### config.mk
export PLATFORM = sky130hd
export DESIGN_NAME = mem_arbiter
export DESIGN_NICKNAME = d
export VERILOG_FILES = /design/src/rtl/mem_arb_pkg.sv /design/src/rtl/mem_arb_pick.sv /design/src/rtl/mem_arbiter.sv
export SDC_FILE = /design/constraint.sdc
export NUM_CORES = 1
export LEC_CHECK = 0
export ABC_AREA = 1
export CAP_MARGIN = 20
export CORE_ASPECT_RATIO = 2
export CORE_MARGIN = 5
export CORE_UTILIZATION = 32
export DETAILED_ROUTE_END_ITERATION = 16
export PLACE_DENSITY = 0.79
export SYNTH_ARGS = -nofsm -noshare
export SYNTH_HDL_FRONTEND = slang
export SYNTH_SLANG_ARGS = --single-unit
### constraint.sdc
create_clock -name clk -period 1.65 [get_ports clk]
set_clock_uncertainty 0.1 [all_clocks]
set_input_delay 0.33 -clock clk [delete_from_list [all_inputs] [get_ports clk]]
set_output_delay 0.33 -clock clk [all_outputs]
set_load 0.05 [all_outputs]
### src/rtl/mem_arb_pkg.sv
// Shared types for the memory arbiter: requester ids, priority states and the
// return-routing tag carried down the two-stage pipe.
package mem_arb_pkg;

  localparam int STARVE_W = 4;
  localparam int ADDR_W   = 16;
  localparam int DATA_W   = 16;

  typedef enum logic [1:0] {
    OWN_NONE = 2'd0,
    OWN_CPU  = 2'd1,
    OWN_VID  = 2'd2
  } owner_e;

  typedef enum logic {
    PRI_VID = 1'b0,
    PRI_CPU = 1'b1
  } pri_state_e;

  typedef struct packed {
    owner_e owner;
    logic   is_read;
  } tag_t;

  // True when a tag marks a read whose data belongs to the given requester.
  function automatic logic tag_returns(input tag_t t, input owner_e who);
    return (t.owner == who) && t.is_read;
  endfunction

endpackage

### src/rtl/mem_arb_pick.sv
// Combinational grant selection: a lone requester always wins; on contention
// the priority input decides.
module mem_arb_pick
  import mem_arb_pkg::*;
(
  input  logic       en,
  input  logic       cpu_req,
  input  logic       vid_req,
  input  pri_state_e pri,
  output owner_e     grant
);

  always_comb begin
    grant = OWN_NONE;
    if (en) begin
      if (cpu_req && vid_req) begin
        grant = (pri == PRI_CPU) ? OWN_CPU : OWN_VID;
      end else if (cpu_req) begin
        grant = OWN_CPU;
      end else if (vid_req) begin
        grant = OWN_VID;
      end
    end
  end

endmodule

### src/rtl/mem_arbiter.sv
// Two-port (CPU + video) arbiter onto one pipelined memory: accept in N,
// memory command in N+1, read data routed back in N+2.
// MEM_ARBITER_RR_EN selects round-robin contention instead of video priority.
module mem_arbiter
  import mem_arb_pkg::*;
#(
  parameter int STARVE_MAX = 4
) (
  input  logic              clk,
  input  logic              reset,
  input  logic              cpu_req,
  input  logic              cpu_wr,
  input  logic              cpu_wide,
  input  logic [ADDR_W-1:0] cpu_addr,
  input  logic [DATA_W-1:0] cpu_din,
  output logic              cpu_ack,
  output logic              cpu_rvalid,
  output logic [DATA_W-1:0] cpu_dout,
  input  logic              vid_req,
  input  logic [ADDR_W-1:0] vid_addr,
  output logic              vid_ack,
  output logic              vid_rvalid,
  output logic [DATA_W-1:0] vid_dout,
  output logic              mem_en,
  output logic              mem_wr,
  output logic              mem_wide,
  output logic [ADDR_W-1:0] mem_addr,
  output logic [DATA_W-1:0] mem_din,
  input  logic [DATA_W-1:0] mem_dout,
  output pri_state_e        dbg_pri_state
);

  // Handshake: a requester raises req with stable fields and holds them until
  // ack; ack is combinational in the accepting cycle and the request counts as
  // taken on that rising edge. Returns carry no back-pressure: rvalid is a
  // one-cycle pulse the requester must sample.

  pri_state_e state_q, state_d;
  pri_state_e pick_pri;
  owner_e     grant;

  logic              mem_en_q, mem_en_d;
  logic              mem_wr_q, mem_wr_d;
  logic              mem_wide_q, mem_wide_d;
  logic [ADDR_W-1:0] mem_addr_q, mem_addr_d;
  logic [DATA_W-1:0] mem_din_q, mem_din_d;
  tag_t              tag1_q, tag1_d;
  tag_t              tag2_q;

  mem_arb_pick u_pick (
    .en      (~reset),
    .cpu_req (cpu_req),
    .vid_req (vid_req),
    .pri     (pick_pri),
    .grant   (grant)
  );

  // State register and pipeline.
  always_ff @(posedge clk) begin
    if (reset) begin
      state_q    <= PRI_VID;
      mem_en_q   <= 1'b0;
      mem_wr_q   <= 1'b0;
      mem_wide_q <= 1'b0;
      mem_addr_q <= '0;
      mem_din_q  <= '0;
      tag1_q     <= '{owner: OWN_NONE, is_read: 1'b0};
      tag2_q     <= '{owner: OWN_NONE, is_read: 1'b0};
    end else begin
      state_q    <= state_d;
      mem_en_q   <= mem_en_d;
      mem_wr_q   <= mem_wr_d;
      mem_wide_q <= mem_wide_d;
      mem_addr_q <= mem_addr_d;
      mem_din_q  <= mem_din_d;
      tag1_q     <= tag1_d;
      tag2_q     <= tag1_q;
    end
  end

`ifdef MEM_ARBITER_RR_EN
  logic last_vid_q, last_vid_d;

  // Reset value "video won last" hands the first contention to the CPU.
  always_ff @(posedge clk) begin
    if (reset) begin
      last_vid_q <= 1'b1;
    end else begin
      last_vid_q <= last_vid_d;
    end
  end

  always_comb begin
    state_d    = PRI_VID;
    last_vid_d = last_vid_q;
    if (grant == OWN_CPU) begin
      last_vid_d = 1'b0;
    end else if (grant == OWN_VID) begin
      last_vid_d = 1'b1;
    end
  end

  assign pick_pri = last_vid_q ? PRI_CPU : PRI_VID;
`else
  localparam logic [STARVE_W-1:0] STARVE_LIM = STARVE_W'(STARVE_MAX);

  logic [STARVE_W-1:0] starve_q, starve_d;

  always_ff @(posedge clk) begin
    if (reset) begin
      starve_q <= '0;
    end else begin
      starve_q <= starve_d;
    end
  end

  // Escalate on the edge where the count reaches the limit, so the CPU wins
  // the very next contended cycle.
  always_comb begin
    state_d  = state_q;
    starve_d = starve_q;
    if (!cpu_req || cpu_ack) begin
      starve_d = '0;
      state_d  = PRI_VID;
    end else begin
      if (starve_q != STARVE_LIM) begin
        starve_d = starve_q + STARVE_W'(1);
      end
      if (starve_d == STARVE_LIM) begin
        state_d = PRI_CPU;
      end
    end
  end

  assign pick_pri = state_q;
`endif

  // Acks and the next memory command.
  always_comb begin
    cpu_ack    = (grant == OWN_CPU);
    vid_ack    = (grant == OWN_VID);
    mem_en_d   = 1'b0;
    mem_wr_d   = 1'b0;
    mem_wide_d = 1'b0;
    mem_addr_d = '0;
    mem_din_d  = '0;
    tag1_d     = '{owner: OWN_NONE, is_read: 1'b0};
    case (grant)
      OWN_CPU: begin
        mem_en_d   = 1'b1;
        mem_wr_d   = cpu_wr;
        mem_wide_d = cpu_wide;
        mem_addr_d = cpu_addr;
        mem_din_d  = cpu_din;
        tag1_d     = '{owner: OWN_CPU, is_read: ~cpu_wr};
      end
      OWN_VID: begin
        mem_en_d   = 1'b1;
        mem_wide_d = 1'b1;
        mem_addr_d = vid_addr;
        tag1_d     = '{owner: OWN_VID, is_read: 1'b1};
      end
      default: ;
    endcase
  end

  // Reset also forces outputs low in the cycle it is first seen.
  assign mem_en   = mem_en_q & ~reset;
  assign mem_wr   = mem_wr_q & ~reset;
  assign mem_wide = mem_wide_q & ~reset;
  assign mem_addr = reset ? '0 : mem_addr_q;
  assign mem_din  = reset ? '0 : mem_din_q;

  assign cpu_rvalid = ~reset & tag_returns(tag2_q, OWN_CPU);
  assign vid_rvalid = ~reset & tag_returns(tag2_q, OWN_VID);
  assign cpu_dout   = cpu_rvalid ? mem_dout : '0;
  assign vid_dout   = vid_rvalid ? mem_dout : '0;

  assign dbg_pri_state = state_q;

endmodule

==> summary.md <==
| Metric | Value |
|---|---|
| Violated checks | `negative setup slack` |
| CTS H-Tree Depth | `2` |
| RSZ-0062 raised after global routing | `yes` |
| Routed wl met3 | `between 600 and 700 um` |
| Mapped Cells | `around 330` |
| Pleak | `around 2.1 nW` |
| Initial antenna violation count | `0` |
| TNS Setup | `-5.37 ns` |
| Area of the mapped netlist | `around 0.0021 mm2` |
| WL met1 | `about 2.3 mm` |
| Total GRT Usage | `19.2%` |
| Rows | `42` |
| Fin cells | `about 570` |
| Power Dens Cells | `between 500 and 600 mW/mm2` |
| Crit Path Max Fanout | `8` |
| Final hold vios | `0` |
| Core area | `~0.0066 mm2` |
| Final Cycle Share | `113%` |
| Longest Clk Path Bufs | `2` |
| Fin. max-slew vios | `0` |
| Distinct cells, synth | `20` |
| GP Congestion | `0.803` |
| Flops & latches, synth | `46` |
| Die Y | `~130 um` |
| DR top layer | `met4` |
| CP Data Required Time | `1.22 ns` |
| Drt drc | `0` |
| Largest family of logic cells by synthesized area | `simple AND/OR/NAND/NOR gates` |
| VDD IR max | `a little under 0.8 mV` |
| Area Overhead vs Synth | `139%` |
| Worst-Skew Late Latency | `between 0.2 and 0.3 ns` |
| WHS Path Cells | `2` |
| Slack of the critical path | `-0.215 ns` |
| Actual slew at the worst max-slew pin | `0.214 ns` |
| Post-synthesis simple-gate area fraction | `29.4%` |
| Ys flop type | `dfxtp_1` |
| Highest Clock Rate | `between 500 and 600 MHz` |
| CP Launch Type | `flop` |
| Number of CTS-inserted buffers | `5` |
| Post-DP HPWL | `a little over 6 mm` |
| Post-Synthesis Net Count | `approximately 400` |
| Final Util | `slightly below 80%` |
| Xor/xnor share of the synthesized area | `0%` |
| Vias per cell | `between 4 and 5` |
| Max-slew headroom | `a little under nine tenths` |
| Initial Utilization | `32.4%` |
| CTS sink cnt | `46` |
| Largest net degree at the start of global routing | `28` |
| Final setup vio count | `35` |
| IO Pins | `~140` |
| Max-Cap Viols | `0` |
| Routed wl met2 | `4.76 mm` |
| Routed WL | `7.88 mm` |
| Yosys top cell by area | `dfxtp_1` |
| Setup Crit Path Kind | `reg -> out` |
| Mapped Avg Cell Area | `6.48 um2` |
| First-pass GRT wire length | `12.2 mm` |
| Overall power | `0.00255 W` |
| Horiz. Die Dim | `roughly 68 um` |
| CTS root buffer | `clkbuf_16` |
| Ranking of synthesized cells by area | `dfxtp_1, nor2_1, inv_1` |
| EDFF count, synth | `0` |
| Nets | `~560` |
| Via count | `between 2000 and 2500` |
| Post-synthesis mux area share | `0%` |
| Cell count after placement | `~560` |
| Sequential-to-total area share from yosys stat | `43.3%` |
| Vias in the first global route | `approximately 2600` |
| Clock transition at path regs | `roughly 0.06 ns` |
| PortBufs | `between 100 and 150` |
| Drt pass-1 iters | `4` |
| Post-synthesis compound-gate area fraction | `under 10%` |
| Gr ovfl total | `0` |
| Routed WL per cell | `13.8 um` |
| Cell count of the worst reg-to-reg path | `9` |
| Fraction of the mapped netlist area in adder cells | `under 10%` |
| Fraction of registers with async set/reset | `0%` |
| Hold crit path type | `reg -> reg` |
| First DRT Iteration DRCs | `70` |
| DRT antenna net count | `0` |
| Element type at the critical path end | `output port` |
| Post-synth top area share | `approximately 43%` |
| Syn. warnings | `0` |
| Fillcell total | `about 440` |
| CTS tree | `yes` |
| Full die area | `between 0.008 and 0.009 mm2` |
| Share of cells above drive strength 1 | `just under 40%` |
| Status | `complete, but fails checks` |
| Crit path arrival time | `1.44 ns` |
| Tmin final | `~1.9 ns` |
[path summary, 6_finish.rpt]
| check | startpoint | to | slack (ns) |
|---|---|---|---|
| max reg2reg | dbg_pri_state | mem_addr_q[15] | 0.10 |
| max | tag2_q[0] | cpu_dout[3] | -0.22 |
| min reg2reg | tag1_q[1] | tag2_q[1] | 0.31 |
| min | tag1_q[1] | tag2_q[1] | 0.31 |
[cells in the final DEF (no fill, tap or decap), drive strengths merged]
master and n:
nand3 4, nor3 1, and3 1, bufbuf 1
nand4 2, inv 88, nor2 97, diode 1
clkdlybuf4s50 66, a21oi 20, nand2 48, or2 1
clkbuf 6, buf 90, dlygate4sd2 2, dfxtp 46
nand3b 1, ha 6, bufinv 1, clkinvlp 1
[per-layer routing]
metal / global-route usage [%] / vias up
met5: 0 / -
met1: 16.5 / 1121
met3: 4.76 / 13
li1: - / 1228
met4: 7.30 / 0
met2: 38.5 / 107
[report_power, final]
part	leakage, nW	switching, W	internal (W)
combinational	1.62	0.000223	0.000251
sequential	0.374	0.00000879	0.00113
clock	0.0629	0.000389	0.000553
[state kept, by name, summed over array words and instances, names as in the netlist]
register       count
tag1_q             3
dbg_pri_state      1
mem_en_q           1
mem_wr_q           1
tag2_q             3
starve_q           4
mem_addr_q        16
mem_din_q         16
mem_wide_q         1
[cells by family after synthesis]
group,after synthesis
DFF,46
buffers and inverters,101
AOI/OAI and AO/OA,20
adders and majority gates,6
and+or+nand+nor,155
[layout make-up]
| type | instances | area [um2] | share of cell area [%] |
|---|---|---|---|
| flip-flops and latches | 46 | 927 | 18.2 |
| well taps | 88 | 110 | 2.16 |
| clock buffers | 6 | 129 | 2.53 |
| multi-input cells | 181 | 1200 | 23.6 |
| inverters | 88 | 367 | 7.21 |
| diodes | 1 | 2.50 | 0.0492 |
| repair buffers | 159 | 2340 | 45.9 |
| clock inverters | 1 | 7.51 | 0.148 |
| repair inverters | 1 | 8.76 | 0.172 |
[synthesized netlist by cell type (2+ instances only)]
master,number
buf_2,6
nand2_1,47
nand3_1,4
ha_1,6
a21oi_1,20
inv_1,85
buf_6,2
dfxtp_1,46
inv_2,2
nor2_1,96
clkbuf_1,5
[what timing repair did]
| item | CTS | global route |
|---|---|---|
| endpoints found under the setup margin | 79 | 75 |
| gates cloned | 2 | 0 |
| pin swaps | 3 | 3 |
| gates resized for setup | 27 | 15 |
| buffers inserted | 3 | 3 |
| hold buffers | 0 | 0 |
| endpoints found under the hold margin | 0 | 0 |
[per-stage QoR]
stage / hold WS [ns] / instance area, um2 / worst slack (ns)
finish: 0.308 / 5090 / -0.215
floorplan: 0.288 / 2440 / -0.419
detailed placement: 0.294 / 4710 / -0.416
global placement: 0.292 / 4710 / -0.360
CTS: 0.303 / 5020 / -0.221
global route: 0.328 / 5080 / -0.294
[worst max-delay path, stage by stage (launching register included)]
cell,delay (ns)
dfxtp_2,0.36
nand2_4,0.06
nor3_4,0.22
bufinv_16,0.24
nor2_4,0.12
buf_12,0.15
Note: power is estimated with default switching activity, not from simulation.
